<file path="config.mk">
export PLATFORM = sky130hd
export DESIGN_NAME = ram_copy_engine_flat
export DESIGN_NICKNAME = d
export VERILOG_FILES = /design/src/rtl/ram_if.sv /design/src/rtl/ram_copy_engine.sv /design/src/flat_wrapper.sv
export SDC_FILE = /design/constraint.sdc
export NUM_CORES = 1
export LEC_CHECK = 0
export BUFFER_PORTS_ARGS = -buffer_cell sky130_fd_sc_hd__buf_2
export CAP_MARGIN = 10
export CORE_MARGIN = 2
export CORE_UTILIZATION = 40
export DETAILED_ROUTE_END_ITERATION = 8
export PLACE_DENSITY_LB_ADDON = 0.05
export SETUP_SLACK_MARGIN = 0.15
export SYNTH_ARGS = -nofsm -noshare
export SYNTH_HDL_FRONTEND = slang
export SYNTH_SLANG_ARGS = --single-unit
</file>
<file path="constraint.sdc">
create_clock -name clk -period 6.7 [get_ports clk]
set_input_delay 1.34 -clock clk [delete_from_list [all_inputs] [get_ports clk]]
set_output_delay 1.34 -clock clk [all_outputs]
set_load 0.05 [all_outputs]
</file>
<file path="src/rtl/ram_if.sv">
// Data-RAM port bundle: the engine drives the request side (master);
// the RAM returns combinational read data (slave).
interface ram_if #(
  parameter int ADDR_W = 8,
  parameter int DATA_W = 8
);
  logic              MemWrite;
  logic              MemRead;
  logic [ADDR_W-1:0] Address;
  logic [DATA_W-1:0] WriteData;
  logic [DATA_W-1:0] MemData_in;

  modport master (
    output MemWrite,
    output MemRead,
    output Address,
    output WriteData,
    input  MemData_in
  );

  modport slave (
    input  MemWrite,
    input  MemRead,
    input  Address,
    input  WriteData,
    output MemData_in
  );
endinterface

</file>
<file path="src/rtl/ram_copy_engine.sv">
// Block FILL and overlap-safe COPY (memmove) engine driving a single data-RAM port.
// One word per cycle for FILL; a read cycle followed by a write cycle per word for COPY.
module ram_copy_engine #(
  parameter int ADDR_W    = 8,
  parameter int DATA_W    = 8,
  parameter int MEM_DEPTH = 33
) (
  input  logic              clk,
  input  logic              reset,
  input  logic              start,
  input  logic              op,
  input  logic [ADDR_W-1:0] src_addr,
  input  logic [ADDR_W-1:0] dst_addr,
  input  logic [ADDR_W-1:0] length,
  input  logic [DATA_W-1:0] fill_value,
  output logic              busy,
  output logic              done,
  output logic              error,
  ram_if.master             mem
);

  typedef enum logic [2:0] {
    S_IDLE,
    S_RD,
    S_WR,
    S_DONE,
    S_ERR
  } state_t;

  localparam logic              OP_FILL = 1'b1;
  localparam logic [ADDR_W:0]   DEPTH_W = (ADDR_W + 1)'(MEM_DEPTH);
  localparam logic [ADDR_W-1:0] ONE     = ADDR_W'(1);

  state_t            state_q, state_d;
  logic              op_q, op_d;
  logic              desc_q, desc_d;
  logic [ADDR_W-1:0] src_q, src_d;
  logic [ADDR_W-1:0] dst_q, dst_d;
  logic [ADDR_W-1:0] off_q, off_d;
  logic [ADDR_W-1:0] rem_q, rem_d;
  logic [DATA_W-1:0] fill_q, fill_d;
  logic [DATA_W-1:0] data_q, data_d;

  // End addresses are one bit wider so an overflowing request is still caught.
  logic [ADDR_W:0] dst_end;
  logic [ADDR_W:0] src_end;
  logic            range_bad;

  assign dst_end   = {1'b0, dst_addr} + {1'b0, length};
  assign src_end   = {1'b0, src_addr} + {1'b0, length};
  assign range_bad = (dst_end > DEPTH_W) || ((op != OP_FILL) && (src_end > DEPTH_W));

  // NOTE: state registers use non-blocking assignments so every flop samples the
  // pre-edge values; blocking here would create order-dependent simulation results.
  always_ff @(posedge clk or negedge reset) begin
    if (!reset) begin
      state_q <= S_IDLE;
      op_q    <= 1'b0;
      desc_q  <= 1'b0;
      src_q   <= '0;
      dst_q   <= '0;
      off_q   <= '0;
      rem_q   <= '0;
      fill_q  <= '0;
      data_q  <= '0;
    end else begin
      state_q <= state_d;
      op_q    <= op_d;
      desc_q  <= desc_d;
      src_q   <= src_d;
      dst_q   <= dst_d;
      off_q   <= off_d;
      rem_q   <= rem_d;
      fill_q  <= fill_d;
      data_q  <= data_d;
    end
  end

  // NOTE: every signal gets a hold/default value before the case statement, so no
  // path leaves it unassigned and no latch is inferred.
  always_comb begin
    state_d = state_q;
    op_d    = op_q;
    desc_d  = desc_q;
    src_d   = src_q;
    dst_d   = dst_q;
    off_d   = off_q;
    rem_d   = rem_q;
    fill_d  = fill_q;
    data_d  = data_q;

    unique case (state_q)
      S_IDLE: begin
        if (start) begin
          op_d   = op;
          src_d  = src_addr;
          dst_d  = dst_addr;
          rem_d  = length;
          fill_d = fill_value;
          // Only a COPY whose destination lies above its source must walk downwards.
          desc_d = (op != OP_FILL) && (dst_addr > src_addr);
          off_d  = ((op != OP_FILL) && (dst_addr > src_addr)) ? (length - ONE) : '0;
          if (range_bad)            state_d = S_ERR;
          else if (length == '0)    state_d = S_DONE;
          else if (op == OP_FILL)   state_d = S_WR;
          else                      state_d = S_RD;
        end
      end
      S_RD: begin
        data_d  = mem.MemData_in;
        state_d = S_WR;
      end
      S_WR: begin
        if (rem_q > ONE) begin
          rem_d   = rem_q - ONE;
          off_d   = desc_q ? (off_q - ONE) : (off_q + ONE);
          state_d = (op_q == OP_FILL) ? S_WR : S_RD;
        end else begin
          state_d = S_DONE;
        end
      end
      S_DONE:  state_d = S_IDLE;
      S_ERR:   state_d = S_IDLE;
      default: state_d = S_IDLE;
    endcase
  end

  // Outputs decode purely from state and registers, so reset clears them at once.
  always_comb begin
    busy          = (state_q != S_IDLE);
    done          = (state_q == S_DONE);
    error         = (state_q == S_ERR);
    mem.MemRead   = (state_q == S_RD);
    mem.MemWrite  = (state_q == S_WR);
    mem.Address   = '0;
    mem.WriteData = '0;
    if (state_q == S_RD) begin
      mem.Address = src_q + off_q;
    end else if (state_q == S_WR) begin
      mem.Address   = dst_q + off_q;
      mem.WriteData = (op_q == OP_FILL) ? fill_q : data_q;
    end
  end

endmodule
</file>
<file path="src/flat_wrapper.sv">
// flat-port wrapper written by rule: the top's interface ports become plain ports
module ram_copy_engine_flat 
#(
  parameter int ADDR_W    = 8,
  parameter int DATA_W    = 8,
  parameter int MEM_DEPTH = 33
)
  (clk, reset, start, op, src_addr, dst_addr, length, fill_value, busy, done, error, mem_MemWrite, mem_MemRead, mem_Address, mem_WriteData, mem_MemData_in);
  ram_if #(.ADDR_W(ADDR_W), .DATA_W(DATA_W)) mem_i ();
  input  logic clk;
  input  logic reset;
  input  logic start;
  input  logic op;
  input  logic [ADDR_W-1:0] src_addr;
  input  logic [ADDR_W-1:0] dst_addr;
  input  logic [ADDR_W-1:0] length;
  input  logic [DATA_W-1:0] fill_value;
  output logic busy;
  output logic done;
  output logic error;
  output wire logic [$bits(mem_i.MemWrite)-1:0] mem_MemWrite;
  output wire logic [$bits(mem_i.MemRead)-1:0] mem_MemRead;
  output wire logic [$bits(mem_i.Address)-1:0] mem_Address;
  output wire logic [$bits(mem_i.WriteData)-1:0] mem_WriteData;
  input wire logic [$bits(mem_i.MemData_in)-1:0] mem_MemData_in;
  assign mem_MemWrite = mem_i.MemWrite;
  assign mem_MemRead = mem_i.MemRead;
  assign mem_Address = mem_i.Address;
  assign mem_WriteData = mem_i.WriteData;
  assign mem_i.MemData_in = mem_MemData_in;
  ram_copy_engine #(.ADDR_W(ADDR_W), .DATA_W(DATA_W), .MEM_DEPTH(MEM_DEPTH)) u_core (.clk(clk), .reset(reset), .start(start), .op(op), .src_addr(src_addr), .dst_addr(dst_addr), .length(length), .fill_value(fill_value), .busy(busy), .done(done), .error(error), .mem(mem_i));
endmodule
</file>
==> results.py <==
metrics = {
    "synthesis": {
        "muxShareOfSynthArea": 0.09156,
        "yosys-top-cells-area": "dfrtp_1, ha_1, mux2_2, nand2_1, nor2_1",
        "synth_top_family_by_area": "adder cells",
        "synth_fa_ha_area_frac": 0.1676,
        "syn_nets": 550,
        "ys_seq_elements": 53,
        "yosysWarnings": 0,
        "synth.top_cell.area_share": 0.3172,
        "synthSimpleGateAreaFrac": 0.1625,
        "synthDistinctLibCells": 52,
        "synth_top_area_cell": "dfrtp_1",
        "avgSynthCellArea_um2": 9.231,
        "synth_edf_count": 0,
        "synth_cells": 453,
        "ys.flop_type": "dfrtp_1",
        "synth-seq-area-share": 0.3172,
        "synthArstFlopShare": 1.000,
        "synth_xor_area_frac": 0.06074,
        "syn_area_um2": 4182,
        "synth_compound_area_frac": 0.1616,
    },
    "timing": {
        "slew-limit-headroom": 0.5365,
        "slew_viol_final": 0,
        "fin_skew_ps": 7.042,
        "rsz0062_at_grt": "no",
        "fin_crit_sh": 0.5927,
        "fin_crit_ps": 3971,
        "tightestPinTransition_ps": 695.2,
        "hold_viol": 0,
        "fmax_mhz": 251.8,
        "setup_viol": 0,
        "timing.setup.tns_ps": 0,
    },
    "die": {
        "ios": 65,
        "core_um2": 10230,
        "core.rowCount": 37,
        "die-area_um2": 11290,
        "die_x_um": 106.2,
        "die_h_um": 106.2,
        "initial_core_util": 0.4087,
    },
    "clocking": {
        "cts_setup_buffers": 0,
        "clk_pin_slew_ps": 100,
        "postCtsHoldBufs": 0,
        "clock_latency_ps": 310,
        "cts-resized-gates": 0,
        "cts_tree": "done",
        "cts_max_path_buffers": 2,
        "cts_max_level": 2,
        "cts-root-buf": "clkbuf_8",
        "clock_sinks": 53,
        "numCtsBuffers": 5,
    },
    "setup_path": {
        "start_kind": "flip-flop",
        "path_class": "flip-flop to output port",
        "cp_top_family": "compound AO/OA/AOI/OAI gates",
        "worstPathMaxFanout": 5,
        "max_stage_delay_ps": 450,
        "cp_data_arrival_time_ps": 2630,
        "path_cells": "ha_1 > fa_1 > a21o_1 > a21o_1 > a21o_1 > a21oi_1 > xor2_1 > o22ai_1 > buf_2",
        "cp-end-kind": "output port",
        "required_ps": 5360,
        "cpMostUsedCell": "a21o_1",
        "crit_buf_inv": 1,
        "crit_slowest_cell": "dfrtp_1",
    },
    "power_and_ir_drop": {
        "p_leak_uw": 0.002229,
        "vdd_ir_drop_max_v": 0.0001120,
        "powerDensity_nw_per_um2": 265.8,
        "p_total_uw": 1265,
    },
    "layout": {
        "final_net_count": 614,
        "drive_above_1_share": 0.2085,
        "fill_cells": 1058,
        "area_delta_synth_final_pct": 13.85,
        "n_antenna_cell": 0,
        "fin_cells": 654,
    },
    "grt": {
        "antenna_found_initial": 0,
        "gr-max-usage-layer": "met2",
        "gr-usage-met1": 0.2747,
        "grt_pass1_wl_um": 17910,
        "grt_pass1_vias": 3507,
        "gr-total-overflow": 0,
        "grt_util_all_layers": 0.2023,
        "use_met2": 0.3361,
        "met3_usage": 0.03004,
        "grt_max_degree": 54,
    },
    "min_path": {
        "hp-class": "flip-flop to flip-flop",
    },
    "route": {
        "drt_pass1_iterations": 4,
        "drtAntennaViolNets": 0,
        "via_per_inst": 5.408,
        "drc": 0,
        "drt_iter0_markers": 164,
        "route.vias.total": 3537,
        "drt_wl_total_um": 11000,
        "wl_per_cell_um": 16.81,
    },
    "placed_design": {
        "gp_congestion": 0.8549,
        "post-place-cells": 646,
        "dp.final_hpwl_um": 8542,
        "io_buffers": 64,
    },
    "status": {
        "status": "finished, final reports clean",
    },
    "flow_run": {
        "maxCapViolCount": 0,
    },
}
-- worst register-to-register path: cells and delay by family (launching register included) --
| kind | cells | cell delay (ps) |
|---|---|---|
| flip-flops | 1 | 470 |
| AND/OR/NAND/NOR | 4 | 1040 |
| AO/OA/AOI/OAI | 2 | 810 |
-- metrics by stage --
step / util / hold WS, ps / worst slack [ps] / area [µm²]
after floorplan: - / 445.0 / 2807 / 4182
after global placement: 0.4543 / 457.3 / 2917 / 4648
after detailed placement: 0.4543 / 463.6 / 2858 / 4648
after CTS: 0.4653 / 488.6 / 2702 / 4761
after global routing: 0.4653 / 529.6 / 2547 / 4761
final: 0.4653 / 485.3 / 2729 / 4761
-- Yosys cell counts (2+ instances only) --
master and number:
dfrtp_1 53, ha_1 48, nand2_1 44, nor2_1 40, a21oi_1 27, inv_1 26, mux2_2 26, o21ai_0 25
xnor2_1 15, xor2_1 14, nor3_1 13, mux2i_1 9, o22ai_1 9, a21o_1 8, nor2b_1 7, clkbuf_1 6
nand2b_1 6, nand3_1 6, o21a_1 6, o221ai_1 6, buf_2 5, fa_1 5, nor4_1 5, o41ai_1 5
nor3b_1 4, o211ai_1 3, a211oi_2 2, a21boi_0 2, and3_1 2, nand4_1 2, nor4b_1 2, o21bai_1 2
-- logic make-up after synthesis --
| group | after synthesis |
|---|---|
| xor+xnor | 29 |
| fa+ha+maj | 53 |
| flops | 53 |
| compound gates | 104 |
| mux | 35 |
| simple gates | 140 |
| buf+inv | 39 |
-- cell type report --
type / instances / area (µm²) / share of cell area
clock buffers: 5 / 68.82 / 0.01445
clock inverters: 3 / 43.79 / 0.009198
inverters: 27 / 101.3 / 0.02129
multi-input cells: 361 / 2693 / 0.5656
flip-flops and latches: 53 / 1326 / 0.2786
well taps: 136 / 170.2 / 0.03574
repair buffers: 69 / 357.8 / 0.07516
-- path summary, 6_finish.rpt --
kind	start	slack, ps	end	depth (start not counted)
max	u_core.off_q[0]	2730	mem_Address[6]	9
min	u_core.data_q[1]	490	u_core.data_q[1]	2
max reg2reg	u_core.rem_q[3]	4280	u_core.off_q[6]	6
min reg2reg	u_core.data_q[1]	490	u_core.data_q[1]	2
max in group asynchronous	reset	5090	u_core.dst_q[5]	2
min in group asynchronous	reset	1150	u_core.rem_q[4]	2
-- cells in the final DEF (no fill, tap or decap), types with 3 or more instances in the layout --
master	netlist	final
buf_2	5	64
dfrtp_1	53	53
ha_1	48	48
nand2_1	44	44
nor2_1	40	40
a21oi_1	27	27
inv_1	26	26
mux2_2	26	26
o21ai_0	25	25
xnor2_1	15	15
xor2_1	14	14
nor3_1	13	13
mux2i_1	9	9
o22ai_1	9	9
a21o_1	8	8
nor2b_1	7	7
nand3_1	6	6
nand2b_1	6	6
o21a_1	6	6
o221ai_1	6	6
o41ai_1	5	5
nor4_1	5	5
fa_1	5	5
clkbuf_8	1	5
buf_4	0	5
nor3b_1	4	4
o211ai_1	3	3
-- report_power, final --
group	internal (µW)	total, µW	switching [µW]
Combinational	259	561	302
Clock	112	225	113
Sequential	402	480	77.8
-- flip-flops by register name, indices dropped and copies added (netlist names) --
name            flops
u_core.data_q       8
u_core.desc_q       1
u_core.dst_q        8
u_core.fill_q       8
u_core.off_q        8
u_core.op_q         1
u_core.rem_q        8
u_core.src_q        8
u_core.state_q      3
-- metal layers --
metal | vias to the layer above | routed length (µm) | share of wire
li1 | 1747 | - | -
met1 | 1696 | 5131 | 0.47
met2 | 82 | 5282 | 0.48
met3 | 12 | 425 | 0.039
met4 | 0 | 157 | 0.014
met5 | - | 0 | 0
No activity file was read; power rests on OpenSTA's default activity.
